## config.mk

```make
export PLATFORM = sky130hd
export DESIGN_NAME = iter_alu
export DESIGN_NICKNAME = d
export VERILOG_FILES = /design/src/rtl/alu_pkg.sv /design/src/rtl/iter_divider.sv /design/src/rtl/iter_alu.sv
export SDC_FILE = /design/constraint.sdc
export NUM_CORES = 2
export LEC_CHECK = 0
export CAP_MARGIN = 25
export CORE_MARGIN = 10
export CORE_UTILIZATION = 35
export DETAILED_ROUTE_END_ITERATION = 8
export PLACE_DENSITY_LB_ADDON = 0.12
export SYNTH_ARGS = -nofsm -noshare
export SYNTH_HDL_FRONTEND = slang
export SYNTH_SLANG_ARGS = --single-unit
```

## constraint.sdc

```tcl
create_clock -name clk -period 15.43 [get_ports clk]
set_input_delay 4.629 -clock clk [delete_from_list [all_inputs] [get_ports clk]]
set_output_delay 4.629 -clock clk [all_outputs]
set_load 0.01 [all_outputs]
```

## src/rtl/alu_pkg.sv

```systemverilog
// Shared opcode and control-state encodings for the iterative ALU and its decode stage.
package alu_pkg;

  typedef enum logic [3:0] {
    OP_IINC  = 4'b0000,
    OP_IADD  = 4'b0001,
    OP_ISUB  = 4'b0010,
    OP_IMUL  = 4'b0011,
    OP_IDIV  = 4'b0100,
    OP_IREM  = 4'b0101,
    OP_IAND  = 4'b0110,
    OP_IOR   = 4'b0111,
    OP_IXOR  = 4'b1000,
    OP_INEG  = 4'b1001,
    OP_ISHL  = 4'b1010,
    OP_ISHR  = 4'b1011,
    OP_IUSHR = 4'b1100
  } op_e;

  typedef enum logic [1:0] {
    ST_IDLE   = 2'd0,
    ST_DIVIDE = 2'd1,
    ST_DONE   = 2'd2
  } state_e;

  function automatic logic is_div_op(input op_e op);
    return (op == OP_IDIV) || (op == OP_IREM);
  endfunction

endpackage

```

## src/rtl/iter_divider.sv

```systemverilog
// Unsigned restoring radix-2 divider: one quotient bit per cycle, WIDTH cycles per start.
module iter_divider #(
  parameter int unsigned WIDTH = 32
) (
  input  logic             clk,
  input  logic             rst,
  input  logic             start,
  input  logic [WIDTH-1:0] dividend,
  input  logic [WIDTH-1:0] divisor,
  output logic             busy,
  output logic             done_c,
  output logic [WIDTH-1:0] quotient_c,
  output logic [WIDTH-1:0] remainder_c
);

  localparam int unsigned CNT_W = $clog2(WIDTH) + 1;

  logic             busy_q, busy_d;
  logic [CNT_W-1:0] cnt_q, cnt_d;
  logic [WIDTH-1:0] quo_q, quo_d;
  logic [WIDTH-1:0] rem_q, rem_d;
  logic [WIDTH-1:0] dsr_q, dsr_d;

  logic [WIDTH:0]   rem_sh;
  logic [WIDTH:0]   diff;
  logic             q_bit;
  logic             last_c;
  logic [WIDTH-1:0] rem_step;
  logic [WIDTH-1:0] quo_step;

  // quo_q starts as the dividend and shifts quotient bits in from the right
  always_comb begin
    rem_sh   = {rem_q, quo_q[WIDTH-1]};
    diff     = rem_sh - {1'b0, dsr_q};
    q_bit    = ~diff[WIDTH];
    rem_step = q_bit ? diff[WIDTH-1:0] : rem_sh[WIDTH-1:0];
    quo_step = {quo_q[WIDTH-2:0], q_bit};
    last_c   = busy_q && (cnt_q == CNT_W'(WIDTH - 1));

    busy_d = busy_q;
    cnt_d  = cnt_q;
    quo_d  = quo_q;
    rem_d  = rem_q;
    dsr_d  = dsr_q;

    if (start) begin
      busy_d = 1'b1;
      cnt_d  = '0;
      quo_d  = dividend;
      rem_d  = '0;
      dsr_d  = divisor;
    end else if (busy_q) begin
      quo_d = quo_step;
      rem_d = rem_step;
      cnt_d = cnt_q + CNT_W'(1);
      if (last_c) begin
        busy_d = 1'b0;
      end
    end
  end

  always_ff @(posedge clk) begin
    if (rst) begin
      busy_q <= 1'b0;
      cnt_q  <= '0;
      quo_q  <= '0;
      rem_q  <= '0;
      dsr_q  <= '0;
    end else begin
      busy_q <= busy_d;
      cnt_q  <= cnt_d;
      quo_q  <= quo_d;
      rem_q  <= rem_d;
      dsr_q  <= dsr_d;
    end
  end

  assign busy        = busy_q;
  assign done_c      = last_c;
  assign quotient_c  = quo_step;
  assign remainder_c = rem_step;

endmodule

```

## src/rtl/iter_alu.sv

```systemverilog
// Iterative integer ALU: single-cycle ops plus a multi-cycle signed divider,
// with valid/ready handshakes on both request and result sides.
module iter_alu #(
  parameter int unsigned WIDTH   = 32,
  parameter int unsigned SHAMT_W = $clog2(WIDTH)
) (
  input  logic             clk,
  input  logic             rst,
  input  logic             in_valid,
  output logic             in_ready,
  input  logic [WIDTH-1:0] operand_a,
  input  logic [WIDTH-1:0] operand_b,
  input  logic [3:0]       op_select,
  output logic             out_valid,
  input  logic             out_ready,
  output logic [WIDTH-1:0] result_lo,
  output logic [WIDTH-1:0] result_hi,
  output logic             div_by_zero,
  output logic             illegal_op
);

  import alu_pkg::*;

  state_e           state_q, state_d;
  logic             in_ready_q, in_ready_d;
  logic             out_valid_q, out_valid_d;
  logic [WIDTH-1:0] lo_q, lo_d;
  logic [WIDTH-1:0] hi_q, hi_d;
  logic             dbz_q, dbz_d;
  logic             ill_q, ill_d;
  logic             neg_quo_q, neg_quo_d;
  logic             neg_rem_q, neg_rem_d;
  logic             is_rem_q, is_rem_d;

  op_e                     op_c;
  logic                    a_neg, b_neg;
  logic [WIDTH-1:0]        mag_a_c, mag_b_c;
  logic [SHAMT_W-1:0]      shamt;
  logic signed [2*WIDTH-1:0] a_ext, b_ext, prod;
  logic [WIDTH-1:0]        alu_lo, alu_hi;
  logic                    alu_dbz, alu_ill;

  logic                    div_start_c;
  logic                    div_busy;
  logic                    div_done_c;
  logic [WIDTH-1:0]        div_quo_c, div_rem_c;
  logic [WIDTH-1:0]        quo_fix, rem_fix;

  assign op_c    = op_e'(op_select);
  assign a_neg   = operand_a[WIDTH-1];
  assign b_neg   = operand_b[WIDTH-1];
  assign mag_a_c = a_neg ? -operand_a : operand_a;
  assign mag_b_c = b_neg ? -operand_b : operand_b;
  assign shamt   = operand_b[SHAMT_W-1:0];
  assign a_ext   = {{WIDTH{operand_a[WIDTH-1]}}, operand_a};
  assign b_ext   = {{WIDTH{operand_b[WIDTH-1]}}, operand_b};
  assign prod    = a_ext * b_ext;

  // Single-cycle datapath; divide opcodes only resolve the b == 0 case here
  always_comb begin
    alu_lo  = '0;
    alu_hi  = '0;
    alu_dbz = 1'b0;
    alu_ill = 1'b0;
    case (op_c)
      OP_IINC:  alu_lo = operand_a + WIDTH'(1);
      OP_IADD:  alu_lo = operand_a + operand_b;
      OP_ISUB:  alu_lo = operand_a - operand_b;
      OP_IMUL: begin
        alu_lo = prod[WIDTH-1:0];
        alu_hi = prod[2*WIDTH-1:WIDTH];
      end
      OP_IDIV, OP_IREM: alu_dbz = (operand_b == '0);
      OP_IAND:  alu_lo = operand_a & operand_b;
      OP_IOR:   alu_lo = operand_a | operand_b;
      OP_IXOR:  alu_lo = operand_a ^ operand_b;
      OP_INEG:  alu_lo = ~operand_a;
      OP_ISHL:  alu_lo = operand_a << shamt;
      OP_ISHR:  alu_lo = WIDTH'($signed(operand_a) >>> shamt);
      OP_IUSHR: alu_lo = operand_a >> shamt;
      default:  alu_ill = 1'b1;
    endcase
  end

  assign quo_fix = neg_quo_q ? -div_quo_c : div_quo_c;
  assign rem_fix = neg_rem_q ? -div_rem_c : div_rem_c;

  always_comb begin
    state_d     = state_q;
    out_valid_d = out_valid_q;
    lo_d        = lo_q;
    hi_d        = hi_q;
    dbz_d       = dbz_q;
    ill_d       = ill_q;
    neg_quo_d   = neg_quo_q;
    neg_rem_d   = neg_rem_q;
    is_rem_d    = is_rem_q;
    div_start_c = 1'b0;

    unique case (state_q)
      ST_IDLE: begin
        if (in_valid) begin
          if (is_div_op(op_c) && (operand_b != '0)) begin
            div_start_c = 1'b1;
            neg_quo_d   = a_neg ^ b_neg;
            neg_rem_d   = a_neg;
            is_rem_d    = (op_c == OP_IREM);
            state_d     = ST_DIVIDE;
          end else begin
            lo_d        = alu_lo;
            hi_d        = alu_hi;
            dbz_d       = alu_dbz;
            ill_d       = alu_ill;
            out_valid_d = 1'b1;
            state_d     = ST_DONE;
          end
        end
      end
      ST_DIVIDE: begin
        if (div_done_c) begin
          lo_d        = is_rem_q ? rem_fix : quo_fix;
          hi_d        = '0;
          dbz_d       = 1'b0;
          ill_d       = 1'b0;
          out_valid_d = 1'b1;
          state_d     = ST_DONE;
        end else if (!div_busy) begin
          // Divider lost its operation; recover rather than wait forever
          state_d = ST_IDLE;
        end
      end
      ST_DONE: begin
        if (out_ready) begin
          out_valid_d = 1'b0;
          state_d     = ST_IDLE;
        end
      end
      default: state_d = ST_IDLE;
    endcase

    in_ready_d = (state_d == ST_IDLE);
  end

  always_ff @(posedge clk) begin
    if (rst) begin
      state_q     <= ST_IDLE;
      in_ready_q  <= 1'b1;
      out_valid_q <= 1'b0;
      lo_q        <= '0;
      hi_q        <= '0;
      dbz_q       <= 1'b0;
      ill_q       <= 1'b0;
      neg_quo_q   <= 1'b0;
      neg_rem_q   <= 1'b0;
      is_rem_q    <= 1'b0;
    end else begin
      state_q     <= state_d;
      in_ready_q  <= in_ready_d;
      out_valid_q <= out_valid_d;
      lo_q        <= lo_d;
      hi_q        <= hi_d;
      dbz_q       <= dbz_d;
      ill_q       <= ill_d;
      neg_quo_q   <= neg_quo_d;
      neg_rem_q   <= neg_rem_d;
      is_rem_q    <= is_rem_d;
    end
  end

  iter_divider #(.WIDTH(WIDTH)) u_divider (
    .clk         (clk),
    .rst         (rst),
    .start       (div_start_c),
    .dividend    (mag_a_c),
    .divisor     (mag_b_c),
    .busy        (div_busy),
    .done_c      (div_done_c),
    .quotient_c  (div_quo_c),
    .remainder_c (div_rem_c)
  );

  assign in_ready    = in_ready_q;
  assign out_valid   = out_valid_q;
  assign result_lo   = lo_q;
  assign result_hi   = hi_q;
  assign div_by_zero = dbz_q;
  assign illegal_op  = ill_q;

endmodule

```

==> impl_metrics.toml <==
[place]
dp_slack_ns = 1.036
gp_congestion = 0.9555
dp_hpwl_microns = 186500
io_buffers = 139

[worst_hold_path]
hold_start = "result_hi[14]"
worstHoldEndpoint = "result_hi[14]"
hold_class = "reg2reg"
hold_depth = 2

[routing]
viasPerCell = 5.611
dr.pass1.iters = 8
wirelength_microns = 237600
drt_iter0_drc = 4553
vias = 48140
post_drt_wl_per_cell_microns = 27.69
ant_nets = 0
drc = 0

[yosys]
syn_area_sq_um = 54770
ys_types = 82
syn_area_per_cell_sq_um = 8.343
yosysWarningCount = 0
syn_inst = 6565
syn_nets = 8040
ys_seq_area_share_pct = 6.433
synthArstFlopShare_pct = 0
synth-edff-count = 0
synth_ff_type = "dfxtp_1"
ys_seq_elements = 176

[clocking]
ctsResizeCount = 0
post-cts-setup-buffers = 0
cts_tree = "built"
root_buffer = "clkbuf_16"
cts.hold.buffers_added = 0
cts.sinks = 176
numCtsBuffers = 17
cts_buffer_depth = 2
insertion_delay_ns = 0.54
cts-htree-levels = 4
cts.clk_slew.worst_paths_ns = 0.08

[flow_run]
cap_violations = 0

[timing]
finalSetupViolCount = 0
fin_crit_sh_pct = 90.68
finalWorstSetupSlack_ns = 1.439
max-slew-margin-rel_pct = 21.40
slew_violations = 0
period_minus_slack_ns = 13.99
setup_tns_ns = 0
hold_viol_final = 0
worst_pin_slew_ns = 1.167
max_freq_mhz = 71.47
fin_skew_ns = 0.01787
rsz0062_at_grt = "false"

[global_route]
gr-usage-all-layers_pct = 27.48
grt_max_degree = 109
grt_pass1_wl_microns = 353600
grt_pass1_vias = 49960
antenna_found_initial = 15
grt-ovfl-total = 0

[worst_setup_path]
rrSetupSlack_ns = 9.01
reg2reg_from = "u_divider.quo_q[31]"
worstSetupEndpointType = "flop"
path_class = "in2reg"
cp-start-kind = "input pin"
r2r_end = "result_lo[26]"
critPathRequiredTime_ns = 15.87
arrival_ns = 14.43
ff2ff_path_depth = 23
path_max_fanout = 17

[cells_and_area]
fin_util_pct = 38.14
fin_nets = 7978
final_common_cell = "inv_1"
syn2layout_area_growth_pct = 8.537
drive_above_1_share_pct = 5.709
mostFrequentLayoutCells = "inv_1 (1087), fa_1 (1083), nor2_1 (929)"

[floorplanning]
num_rows = 145
ioPinCount = 140
fp.coreArea_sq_um = 155800
dieArea_sq_um = 172700
die_w_microns = 415.6
die_y_microns = 415.6
initial_core_util_pct = 35.14

[status]
status = "finished, final reports clean"
==> cell usage after synthesis, drive strengths merged (65+ instances only) <==
| cell | number | share of area, % |
|---|---|---|
| a211oi | 143 | 2.0 |
| inv | 1093 | 7.5 |
| xnor2 | 168 | 2.7 |
| nor3 | 78 | 0.72 |
| o21ai | 265 | 2.4 |
| nand2 | 657 | 4.5 |
| a21o | 71 | 0.97 |
| xor2 | 65 | 1.0 |
| dfxtp | 176 | 6.4 |
| a21oi | 221 | 2.0 |
| nor2 | 932 | 6.4 |
| buf | 84 | 0.61 |
| ha | 319 | 7.3 |
| fa | 1084 | 40 |
| mux2i | 109 | 2.0 |
| clkbuf | 345 | 2.4 |
==> kinds of logic (layout without fill, tap and decap cells) <==
| family | after synthesis | count (layout) | share of synthesized area, % |
|---|---|---|---|
| compound gates | 1056 | 1056 | 12.59 |
| fa+ha+maj | 1403 | 1403 | 46.91 |
| xor+xnor | 233 | 233 | 3.726 |
| other cells | 0 | 6 | 0 |
| simple gates | 1975 | 1975 | 15.18 |
| flops | 176 | 176 | 6.433 |
| buf+inv | 1545 | 1496 | 10.63 |
| mux | 177 | 177 | 4.542 |
==> through the flow <==
step	std cells	cell area (sq um)	hold slack, ns
floorplan	6565	54770	0.4363
global placement	8532	58620	0.4411
detailed placement	8536	58690	0.4415
CTS	8568	59310	0.4600
global route	8576	59440	0.4805
finish	8580	59450	0.4544
==> worst max-delay path, cell delays in order <==
cell             delay (ns)
clkdlybuf4s50_1        0.68
inv_1                  0.84
buf_4                  0.40
nor2_1                 0.10
fa_1                   0.49
fa_1                   0.52
inv_1                  0.05
fa_1                   0.45
fa_1                   0.52
inv_1                  0.05
fa_1                   0.55
fa_1                   0.43
fa_1                   0.53
fa_1                   0.42
ha_1                   0.36
a21oi_1                0.65
o21ai_0                0.42
or3_1                  0.42
o22ai_1                0.14
nor2b_1                0.20
a41oi_1                0.60
a21oi_1                0.21
o221ai_1               0.23
a21boi_0               0.14
o21a_1                 0.19
o31ai_1                0.19
==> cell type report <==
| class | count | area, sq um |
|---|---|---|
| antenna | 6 | 15.01 |
| clock buffer | 17 | 425.4 |
| clock inverter | 15 | 186.4 |
| fill | 16220 | 96400 |
| inverter | 1116 | 4190 |
| multi-input combinational | 4844 | 45480 |
| sequential | 176 | 3527 |
| tap | 2058 | 2575 |
| timing repair buffer | 348 | 3048 |
==> flip-flops by register name (all words and copies together) (netlist names) <==
register,flops
result_hi,32
result_lo,32
illegal_op,1
u_divider.quo_q,32
in_ready,1
u_divider.cnt_q,6
u_divider.dsr_q,32
is_rem_q,1
div_by_zero,1
state_q,2
neg_rem_q,1
neg_quo_q,1
u_divider.rem_q,32
u_divider.busy,1
out_valid,1
==> worst max path at each step <==
stage	start	end	slack, ns	cells after the start
finish	operand_b[15]	result_hi[28]	1.44	26
global route	operand_b[7]	result_hi[31]	0.92	29
CTS	operand_b[7]	result_hi[31]	1.59	29
detailed placement	operand_b[16]	result_hi[28]	1.04	27
global placement	operand_a[13]	result_hi[26]	1.11	28
floorplan	operand_b[2]	result_hi[26]	1.76	33
==> per-layer routing <==
metal  GRT usage, %  share of wire [%]  up-vias
met5              0              0.032        -
met4          11.99                5.4       10
met3          5.420                8.1      497
met2          42.75                 44     2192
met1          36.99                 42    24660
li1               -                  -    20790
Power is left out: the tool's default activity adds up to more than one toggle a clock period on the data nets, which glitch-free logic cannot reach.
